`src/rtl/cv32e40x_xif_result_queue.sv`:
```
// In-order result/commit tracker between the XIF issue stage and the XIF result channel.
// Latency: result valid one cycle after the later of FU write and commit (0 with bypass).
// Backpressure: alloc_ready_o drops when full (not pop-aware); the head result holds until result_ready_i.
//
// Ports:
//   clk_i, rst_i                 clock, synchronous active-high reset
//   alloc_*                      allocate one entry per accepted offloaded instruction
//   fu_*                         functional-unit result, matched to an entry by ID
//   commit_*                     commit/kill decision, matched to a pending entry by ID
//   result_*                     XIF result channel, emitted strictly in issue order
//   count_o                      number of occupied entries
//   err_o                        sticky: an fu/commit strobe matched no live entry
//
// Optional feature macro: XIF_RESULT_BYPASS_EN
//   When defined, an FU result for a committed (or committing) head that is not yet done
//   is forwarded straight to the result port in the same cycle.
module cv32e40x_xif_result_queue #(
    parameter int unsigned DEPTH       = 4,
    parameter int unsigned X_ID_WIDTH  = 4,
    parameter int unsigned X_RFW_WIDTH = 32
) (
    input  logic                       clk_i,
    input  logic                       rst_i,
    input  logic                       alloc_valid_i,
    output logic                       alloc_ready_o,
    input  logic [X_ID_WIDTH-1:0]      alloc_id_i,
    input  logic [4:0]                 alloc_rd_i,
    input  logic                       fu_valid_i,
    input  logic [X_ID_WIDTH-1:0]      fu_id_i,
    input  logic [X_RFW_WIDTH-1:0]     fu_data_i,
    input  logic                       commit_valid_i,
    input  logic [X_ID_WIDTH-1:0]      commit_id_i,
    input  logic                       commit_kill_i,
    output logic                       result_valid_o,
    input  logic                       result_ready_i,
    output logic [X_ID_WIDTH-1:0]      result_id_o,
    output logic [4:0]                 result_rd_o,
    output logic [X_RFW_WIDTH-1:0]     result_data_o,
    output logic                       result_we_o,
    output logic [$clog2(DEPTH):0]     count_o,
    output logic                       err_o
);

    localparam int unsigned PW = $clog2(DEPTH);
    localparam int unsigned CW = PW + 1;
    localparam logic [CW-1:0] FULL_CNT = CW'(DEPTH);

    typedef enum logic [1:0] {
        CS_FREE,
        CS_PEND,
        CS_COMMIT,
        CS_KILL
    } cstate_e;

    cstate_e                cs_q   [DEPTH];
    cstate_e                cs_d   [DEPTH];
    logic                   done_q [DEPTH];
    logic                   done_d [DEPTH];
    logic [X_ID_WIDTH-1:0]  id_q   [DEPTH];
    logic [X_ID_WIDTH-1:0]  id_d   [DEPTH];
    logic [4:0]             rd_q   [DEPTH];
    logic [4:0]             rd_d   [DEPTH];
    logic [X_RFW_WIDTH-1:0] data_q [DEPTH];
    logic [X_RFW_WIDTH-1:0] data_d [DEPTH];

    logic [PW-1:0] head_q, head_d;
    logic [PW-1:0] tail_q, tail_d;
    logic [CW-1:0] count_q, count_d;
    logic          err_q, err_d;

    logic [DEPTH-1:0] fu_match;
    logic [DEPTH-1:0] commit_match;
    logic             do_alloc;
    logic             commit_alloc;
    logic             pop;
    logic             head_kill;
    logic             head_ready;
    logic             byp;
    cstate_e          commit_cs;

    // Match fu/commit strobes against live entries. The entry being allocated this
    // cycle is not yet live, so an FU strobe for it counts as a miss.
    always_comb begin
        fu_match     = '0;
        commit_match = '0;
        for (int i = 0; i < DEPTH; i++) begin
            fu_match[i]     = (cs_q[i] != CS_FREE) && (id_q[i] == fu_id_i);
            commit_match[i] = (cs_q[i] == CS_PEND) && (id_q[i] == commit_id_i);
        end
    end

    assign alloc_ready_o = (count_q != FULL_CNT);
    assign do_alloc      = alloc_valid_i && alloc_ready_o;
    assign commit_alloc  = commit_valid_i && do_alloc && (alloc_id_i == commit_id_i);
    assign commit_cs     = commit_kill_i ? CS_KILL : CS_COMMIT;

    assign head_kill  = (cs_q[head_q] == CS_KILL);
    assign head_ready = (cs_q[head_q] == CS_COMMIT) && done_q[head_q];

`ifdef XIF_RESULT_BYPASS_EN
    // Forward the FU result when the head is committed, or committing now, but not done.
    assign byp = fu_valid_i && fu_match[head_q] && !done_q[head_q] &&
                 ((cs_q[head_q] == CS_COMMIT) ||
                  ((cs_q[head_q] == CS_PEND) && commit_valid_i && !commit_kill_i &&
                   (commit_id_i == id_q[head_q])));
    assign result_data_o = byp ? fu_data_i : data_q[head_q];
`else
    assign byp           = 1'b0;
    assign result_data_o = data_q[head_q];
`endif

    assign result_valid_o = head_ready || byp;
    assign result_id_o    = id_q[head_q];
    assign result_rd_o    = rd_q[head_q];
    assign result_we_o    = result_valid_o;
    assign count_o        = count_q;
    assign err_o          = err_q;

    // Killed heads retire silently regardless of done; committed heads wait for ready.
    assign pop = head_kill || (result_valid_o && result_ready_i);

    always_comb begin
        cs_d    = cs_q;
        done_d  = done_q;
        id_d    = id_q;
        rd_d    = rd_q;
        data_d  = data_q;
        head_d  = head_q;
        tail_d  = tail_q;
        count_d = count_q;
        err_d   = err_q;

        for (int i = 0; i < DEPTH; i++) begin
            if (fu_valid_i && fu_match[i]) begin
                data_d[i] = fu_data_i;
                done_d[i] = 1'b1;
            end
            if (commit_valid_i && commit_match[i]) begin
                cs_d[i] = commit_cs;
            end
        end

        if (pop) begin
            cs_d[head_q]   = CS_FREE;
            done_d[head_q] = 1'b0;
            head_d         = head_q + PW'(1);
        end

        // Tail slot is free whenever allocation is allowed, so it never collides with the pop.
        if (do_alloc) begin
            id_d[tail_q]   = alloc_id_i;
            rd_d[tail_q]   = alloc_rd_i;
            done_d[tail_q] = 1'b0;
            cs_d[tail_q]   = commit_alloc ? commit_cs : CS_PEND;
            tail_d         = tail_q + PW'(1);
        end

        if (do_alloc && !pop) begin
            count_d = count_q + CW'(1);
        end else if (!do_alloc && pop) begin
            count_d = count_q - CW'(1);
        end

        if ((fu_valid_i && !(|fu_match)) ||
            (commit_valid_i && !(|commit_match) && !commit_alloc)) begin
            err_d = 1'b1;
        end
    end

    always_ff @(posedge clk_i) begin
        if (rst_i) begin
            cs_q    <= '{default: CS_FREE};
            done_q  <= '{default: 1'b0};
            id_q    <= '{default: '0};
            rd_q    <= '{default: '0};
            data_q  <= '{default: '0};
            head_q  <= '0;
            tail_q  <= '0;
            count_q <= '0;
            err_q   <= 1'b0;
        end else begin
            cs_q    <= cs_d;
            done_q  <= done_d;
            id_q    <= id_d;
            rd_q    <= rd_d;
            data_q  <= data_d;
            head_q  <= head_d;
            tail_q  <= tail_d;
            count_q <= count_d;
            err_q   <= err_d;
        end
    end

endmodule

```
`config.mk`:
```
export PLATFORM = sky130hd
export DESIGN_NAME = cv32e40x_xif_result_queue
export DESIGN_NICKNAME = d
export VERILOG_FILES = /design/src/rtl/cv32e40x_xif_result_queue.sv
export SDC_FILE = /design/constraint.sdc
export NUM_CORES = 1
export LEC_CHECK = 0
export CAP_MARGIN = 15
export CORE_AREA = 2 2 121 146
export CTS_CLUSTER_DIAMETER = 40
export DETAILED_ROUTE_END_ITERATION = 10
export DIE_AREA = 0 0 123 148
export HOLD_SLACK_MARGIN = 0.05
export PLACE_DENSITY = 0.69
export SYNTH_ARGS = -nofsm -noshare
export SYNTH_HDL_FRONTEND = slang
export SYNTH_SLANG_ARGS = --single-unit
```
`constraint.sdc`:
```
create_clock -name clk_i -period 7.25 [get_ports clk_i]
set_input_delay 1.45 -clock clk_i [delete_from_list [all_inputs] [get_ports clk_i]]
set_output_delay 1.45 -clock clk_i [all_outputs]
set_load 0.03 [all_outputs]
```
==> Yosys cells after proc, flatten, opt, wreduce, memory -nomap -nowiden <==
Cells that the tools add are included.
Widths: inputs -> output; s select.
{ "op_classes": {"bitwise_logic": 8, "n_mux": 46, "n_reduce_logical": 42, "magnitude_cmp": 4, "eq_ne": 16, "add_sub_neg": 4} }
{ "op_table": {"columns": ["op", "n"], "rows": [
  ["$bmux 32 s2", 1],
  ["$mux 32", 2],
  ["$eq 4x4->1", 9],
  ["$logic_and 1x1->1", 28],
  ["$bwmux 20", 1],
  ["$mux 4", 5],
  ["$mux 2", 9],
  ["$bwmux 16", 1],
  ["$mux 8", 2],
  ["$mux 5", 3],
  ["$bmux 5 s2", 1],
  ["$demux 5 s2", 1],
  ["$reduce_bool 2->1", 5],
  ["$mux 1", 9],
  ["$and 4x4->4", 2],
  ["$and 8x8->8", 1],
  ["$bmux 4 s2", 1],
  ["$bwmux 8", 1],
  ["$demux 2 s2", 2],
  ["$demux 4 s2", 1],
  ["$eq 2x1->1 const B", 4],
  ["$not 4->4", 2],
  ["$not 8->8", 1],
  ["$reduce_or 4->1", 2],
  ["14 further kinds", 26]
]} }
{ "totals": {"output_inout_bits": 48, "register_bits": 184, "elab_cells": 144} }

==> Longest topological paths before layout <==
Gate-level depths: netlist (run 1).
{ "depth": {"depth_word": 11, "ltp_mapped": 11} }

==> Worst setup path before layout (run 1) <==
OpenSTA, ideal clock, no wires.
{ "synth_path": {"path_type": "reg2out", "start": "reg head_q[0]", "end": "out result_we_o", "arrival_time_ns": 1.910, "path_buffers": 2, "path_slack_ns": 3.890, "path_stages_with_launch": 7, "required_ns": 5.800, "path_cell_list": "dfxtp_1 buf_2 inv_1 or3_1 o311ai_0 o311a_1 buf_4"} }
{ "synth_between": {"elab_chain_cells": 6, "word_cells_on_any_way": 9, "classes_between": "1 x eq/ne; 6 x mux; 1 x bitwise; 1 x reduce/logical"} }
{ "synth_rtl": {"columns": ["item", "line", "rtl"], "rows": [
  ["start: declaration", "66", "logic [PW-1:0] head_q, head_d;"],
  ["start signal: assignment", "177", "head_q <= '0;"],
  ["start signal: assignment", "187", "head_q <= head_d;"],
  ["$not 2->3 (not written as such) (*)", "98", "assign head_ready = (cs_q[head_q] == CS_COMMIT) && done_q[head_q];"],
  ["$bmux 2 s2", "98", null],
  ["$mux 2 (not written as such) (2 in series)", "98", null],
  ["$eq 2x2->1", "98", null],
  ["$logic_and 1x1->1 (*)", "98", null],
  ["end: declaration", "39", "output logic result_we_o,"]
]} }
Every way passes the cells marked *; elsewhere a longest branch is shown, timed or not. The select of a mux whose other input is x is not followed.

==> Worst setup path in the final report (run 1) <==
Ends and elaborated chain as after synthesis.

==> flow_metrics.env, run 1 <==
export IMPL_status="completed"
export IMPL_path_clk_slew_ns=0.06
export IMPL_rrSetupSlack_ns=3.95
export IMPL_nNetsFinal=951
export IMPL_path_max_fanout=51
export IMPL_syn_avg_cell_area_um2=10.2
export IMPL_cts_root_buf="clkbuf_16"
export IMPL_grt_max_degree=102
export IMPL_finalSetupViolations=0
export IMPL_skew_ns=0.0101
export IMPL_cts_tree="built"
export IMPL_drt_iter0_drc=526
export IMPL_grt_usage_pct=21.3
export IMPL_final_area_um2=9930
export IMPL_cp_end_kind="primary output"
export IMPL_critPathSlowestCell="dfxtp_4"
export IMPL_syn_inst=812
export IMPL_slowest_delay_ns=0.98
export IMPL_ios=104
export IMPL_crit_path_start_kind="flip-flop"
export IMPL_synth_edf_count=0
export IMPL_cp_required_ns=5.80
export IMPL_core_um2=16800
export IMPL_tns_ns=0
export IMPL_cts_buffers=17
export IMPL_viasPerCell=5.45
export IMPL_layout_commonest_cell="dfxtp_1"
export IMPL_worst_slew_pin_slew_ns=1.05
export IMPL_routed_wl_um=18900
export IMPL_drcViolationCount=0
export IMPL_synth_seq_cells=184
export IMPL_dpl_cell_area_um2=9360
export IMPL_vdd_drop_max_v=0.000154
export IMPL_drv_cap=0
export IMPL_grt_pass1_vias=5757
export IMPL_vias=6063
export IMPL_grt_overflow_total=0
export IMPL_synthesis_nets=878
export IMPL_dp_cells=1082
export IMPL_antenna_cells=0
export IMPL_start_util_pct=49.1
export IMPL_synth_seq_area_share_pct=44.7
export IMPL_p_per_area_nw_per_um2=221
export IMPL_dp_hpwl_um=12000
export IMPL_rsz0062_at_grt="false"
export IMPL_hold_violations=0
export IMPL_cts_resized=0
export IMPL_worst_path_buf_inv=2
export IMPL_cts_setup_buffers=0
export IMPL_clock_path_buffers=2
export IMPL_antenna_found_initial=0
export IMPL_syn2layout_area_growth_pct=20.4
export IMPL_hold_path_class="reg2reg"
export IMPL_crit_type="reg2out"
export IMPL_stdcell_count=1112
export IMPL_slew_headroom_pct=29.8
export IMPL_maxSlewViolCount=0
export IMPL_finalCriticalPeriod_ns=4.56
export IMPL_place_port_buffers=103
export IMPL_drt_pass1_iterations=5
export IMPL_ys_async_sr_fraction_pct=0
export IMPL_numClockSinks=184
export IMPL_worstPathCellList="inv_1 > or3_1 > o311ai_0 > o311a_1 > clkdlybuf4s50_1"
export IMPL_clkLatencyLatePin_ns=0.42
export IMPL_yosysWarnings=0
export IMPL_drive_gt1_share_pct=10.0
export IMPL_period_share_pct=62.9
export IMPL_p_leak_nw=4.50
export IMPL_num_fill_cells=1489
export IMPL_ys_types=43
export IMPL_die_w_um=123
export IMPL_ant_nets=0
export IMPL_die_h_um=148
export IMPL_routedWlPerCell_um=17.0
export IMPL_synth_area_um2=8240
export IMPL_path_delay_family="flip-flops"
export IMPL_cp_arrival_ns=3.11
export IMPL_layout_common_cells="dfxtp_1 (182), nor2_1 (148), mux2i_1 (130), clkdlybuf4s50_1 (102), nand2_1 (91)"
export IMPL_synth_top_flop_cell="dfxtp_1"
export IMPL_rows=52
export IMPL_ctsHoldBuffers=0
export IMPL_p_total_w=0.00219
export IMPL_fmax_mhz=219
export IMPL_h_tree_depth=4
export IMPL_grt_pass1_wl_um=30000
export IMPL_die_area_um2=18200
export IMPL_place_gp_congestion=0.864
==> cell families after synthesis <==
family	Yosys count	synth area share [%]
simple gates	270	13.2
flops	184	44.7
mux	174	27.8
compound gates	67	4.93
buf+inv	67	3.55
xor+xnor	40	4.25
fa+ha+maj	10	1.61
==> synth_stat cells, types with 2 or more instances <==
cell       count  share of area [%]
nor3_1         6               0.36
a21oi_1       42                2.6
a21boi_0       2               0.18
mux4_2        44                 12
xor2_1        34                3.6
a31oi_1        4               0.30
dfxtp_1      184                 45
o2bb2ai_1      2               0.21
buf_2         24                1.5
nand2_1       91                4.1
nand2b_1       2               0.15
or3_1          3               0.23
nor2_1       148                6.7
o22ai_1        4               0.30
clkbuf_1      28                1.3
nor4_1         4               0.30
and3_1         5               0.38
xnor2_1        6               0.64
nand3b_1       3               0.27
inv_1         11               0.50
a211o_1        3               0.32
nand3_1        4               0.24
ha_1           9                1.4
mux2i_1      130                 16
==> worst register-to-register path: stages, from the launching register on <==
cell and delay, ns:
dfxtp_4 0.98, mux4_2 0.60, a21oi_1 0.15, nor2b_1 0.15, inv_1 0.10, ha_1 0.18, inv_1 0.06, fa_1 0.38
xor2_1 0.18, or3_1 0.31, a21oi_1 0.13
==> state kept, by name, summed over array words and instances, names as in the netlist <==
name,count
cs_q,8
tail_q,2
err_o,1
id_q,16
head_q,2
rd_q,20
count_o,3
data_q,128
done_q,4
==> power by group <==
part           switching (W)  internal, W  total (W)  leakage, nW
combinational       0.000141     0.000106   0.000247         2.75
clock               0.000387     0.000499   0.000886        0.264
sequential         0.0000251      0.00104    0.00106         1.49
==> through the flow <==
stage	setup WS, ns	hold WS (ns)	utilization [%]
after floorplan	3.89	0.433	-
after global placement	3.12	0.438	55.8
after detailed placement	3.10	0.446	55.8
after CTS	2.60	0.456	59.1
after global routing	2.50	0.475	59.1
final	2.69	0.454	59.1
==> per-layer routing <==
layer  track usage [%]  wire length (µm)
met1              28.0              8580
met2              35.3              9450
met3              4.05               710
met4              6.48               202
met5                 0                 0
==> worst paths after layout <==
path,start,to,cells after the start
setup / recovery,head_q[0],result_we_o,5
hold / removal,rd_q[5],rd_q[5],2
setup reg to reg,head_q[0],count_o[2],10
hold reg to reg,rd_q[5],rd_q[5],2
==> area by class of cell <==
type	instances	area (µm²)	area share, %
timing repair buffer	109	1070	10.8
clock inverter	9	91.3	0.920
inverter	12	45.0	0.454
multi-input combinational	561	4290	43.2
tap	216	270	2.72
clock buffer	21	470	4.74
sequential	184	3690	37.2
Power figures use the tool's default switching activity.
==> run 2, diff against run 1 <==
clock period = 4.6 ns   (was 7.25 ns; I/O delays follow)
==> run 2 against run 1 <==
  * Sequential cell count unchanged
  * Final cell count up 0.27%
  * Via count is 0.21% lower
  * Combinational power increased by 58%
  * Count of clock-buffer cells in the layout is the same
  * Clock power rose by 57%
  * First-iteration DRC count decreased by 16%
  * Largest power group unchanged
  * Highest routed layer unchanged
==> flow_metrics.env, run 2 (synthesis gave the netlist of run 1 again) <==
export IMPL_p_seq_share_pct=48.4
export IMPL_grt_pass1_wl_um=30000
export IMPL_min_from="rd_q[7]"
export IMPL_largest_register_ffs=128
export IMPL_hold_path_class="reg2reg"
export IMPL_worst_path_buf_inv=2
export IMPL_slew_headroom_pct=47.2
export IMPL_path_clk_slew_ns=0.07
export IMPL_ios=104
export IMPL_cp_end_kind="primary output"
export IMPL_fmax_mhz=267
export IMPL_finalSetupViolations=0
export IMPL_status="completed"
export IMPL_worst_slew_pin_slew_ns=0.792
export IMPL_cp_arrival_ns=2.83
export IMPL_rsz0062_at_grt="false"
export IMPL_dp_hpwl_um=11900
export IMPL_cp_required_ns=3.68
export IMPL_p_per_area_nw_per_um2=347
export IMPL_ff_latch_area_um2=3690
export IMPL_p_leak_nw=4.51
export IMPL_grt_pass1_vias=5827
export IMPL_viasPerCell=5.43
export IMPL_slowest_delay_ns=0.72
export IMPL_routed_wl_um=18900
export IMPL_hold_violations=0
export IMPL_layout_common_cells="dfxtp_1 (182), nor2_1 (148), mux2i_1 (130), clkdlybuf4s50_1 (102), nand2_1 (91)"
export IMPL_p_comb_share_pct=11.3
export IMPL_hold_slack_ns=0.453
export IMPL_start_util_pct=49.1
export IMPL_cts_resized=0
export IMPL_hold_depth=2
export IMPL_vias=6050
export IMPL_die_h_um=148
export IMPL_drv_cap=0
export IMPL_drt_iter0_drc=444
export IMPL_syn2layout_area_growth_pct=20.7
export IMPL_nNetsFinal=953
export IMPL_place_port_buffers=103
export IMPL_grt_overflow_total=0
export IMPL_routedWlPerCell_um=17.0
export IMPL_clkLatencyLatePin_ns=0.43
export IMPL_crit_type="reg2out"
export IMPL_antenna_cells=0
export IMPL_cts_root_buf="clkbuf_16"
export IMPL_drt_pass1_iterations=5
export IMPL_vdd_drop_max_v=0.000233
export IMPL_clock_path_buffers=2
export IMPL_ctsHoldBuffers=0
export IMPL_switching_share_pct=25.4
export IMPL_num_fill_cells=1438
export IMPL_worstPathCellList="buf_4 > mux4_2 > clkdlybuf4s50_1"
export IMPL_critPathLaunch="head_q[0]"
export IMPL_dr_max_layer_used="met4"
export IMPL_critPathSlowestCell="dfxtp_4"
export IMPL_grt_usage_pct=21.3
export IMPL_drcViolationCount=0
export IMPL_wl_met1_um=8810
export IMPL_r2r_start="head_q[0]"
export IMPL_clockPowerShare_pct=40.2
export IMPL_finalCriticalPeriod_ns=3.75
export IMPL_die_area_um2=18200
export IMPL_place_gp_congestion=0.858
export IMPL_path_max_fanout=30
export IMPL_regMostFlops="data_q"
export IMPL_multiInputGateArea_um2=4290
export IMPL_maxSlewViolCount=0
export IMPL_reg2reg_depth=10
export IMPL_h_tree_depth=4
export IMPL_cts_setup_buffers=0
export IMPL_grt_max_degree=116
export IMPL_layout_commonest_cell="dfxtp_1"
export IMPL_skew_ns=0.00931
export IMPL_tns_ns=0
export IMPL_ant_nets=0
export IMPL_antenna_found_initial=0
export IMPL_die_w_um=123
export IMPL_numClockSinks=184
export IMPL_wl_met3_um=795
export IMPL_cts_buffers=17
export IMPL_cts_tree="built"
export IMPL_cp_depth=3
export IMPL_period_share_pct=81.5
export IMPL_reg_top3="data_q (128), rd_q (20), id_q (16)"
export IMPL_wl_met2_um=9060
export IMPL_path_delay_family="buffers and inverters"
export IMPL_netSwitchingPower_w=0.000877
export IMPL_crit_path_start_kind="flip-flop"
export IMPL_rows=52
export IMPL_drive_gt1_share_pct=10.2
export IMPL_p_int_w=0.00257
export IMPL_core_um2=16800
==> run 2: cell count changes in the layout (fill, tap and decap cells not counted) <==
cell      delta
buf_12       +1
buf_4        +1
clkbuf_1     +1
clkbuf_8     -1
clkinv_2     +1
clkinv_4     -1
inv_4        +1
==> run 2: through the flow <==
step	setup WS [ns]	instance area [µm²]	total power (W)	utilization (%)	std cells
floorplan	1.77	8240	0.00193	-	812
global placement	1.18	9390	0.00209	55.9	1084
detailed placement	1.15	9390	0.00210	55.9	1084
CTS	0.772	9950	0.00347	59.3	1115
global route	0.683	9950	0.00358	59.3	1115
finish	0.853	9950	0.00345	59.3	1115
==> run 2: layout make-up <==
type	count	area share, %
multi-input combinational	561	43.1
sequential	184	37.1
timing repair buffer	111	11.1
clock buffer	21	4.63
tap	216	2.72
clock inverter	10	0.944
inverter	12	0.453
==> run 2: final timing paths <==
| path | endpoint | slack, ns |
|---|---|---|
| setup reg to reg | count_o[2] | 1.62 |
| hold reg to reg | rd_q[7] | 0.45 |
| hold / removal | rd_q[7] | 0.45 |
| setup / recovery | result_data_o[14] | 0.85 |
==> run 2: worst min-delay path: cells and delay by family, from the launching register on <==
kind	cells	cell delay, ns
simple gates	1	0.05
flops	1	0.31
compound gates	1	0.05
==> run 2: power groups by stage <==
stage / sequential (W) / clock [W] / combinational [W]
after CTS: 0.00167 / 0.00141 / 0.000392
after global routing: 0.00168 / 0.00147 / 0.000425
after global placement: 0.00171 / 0 / 0.000387
after detailed placement: 0.00171 / 0 / 0.000389
after floorplan: 0.00171 / 0 / 0.000219
final: 0.00167 / 0.00139 / 0.000391
==> run 2: per-layer routing <==
layer	vias to the layer above	GRT usage, %
met4	0	6.53
met3	19	4.44
met5	-	0
li1	2950	-
met1	2956	28.7
met2	125	34.3
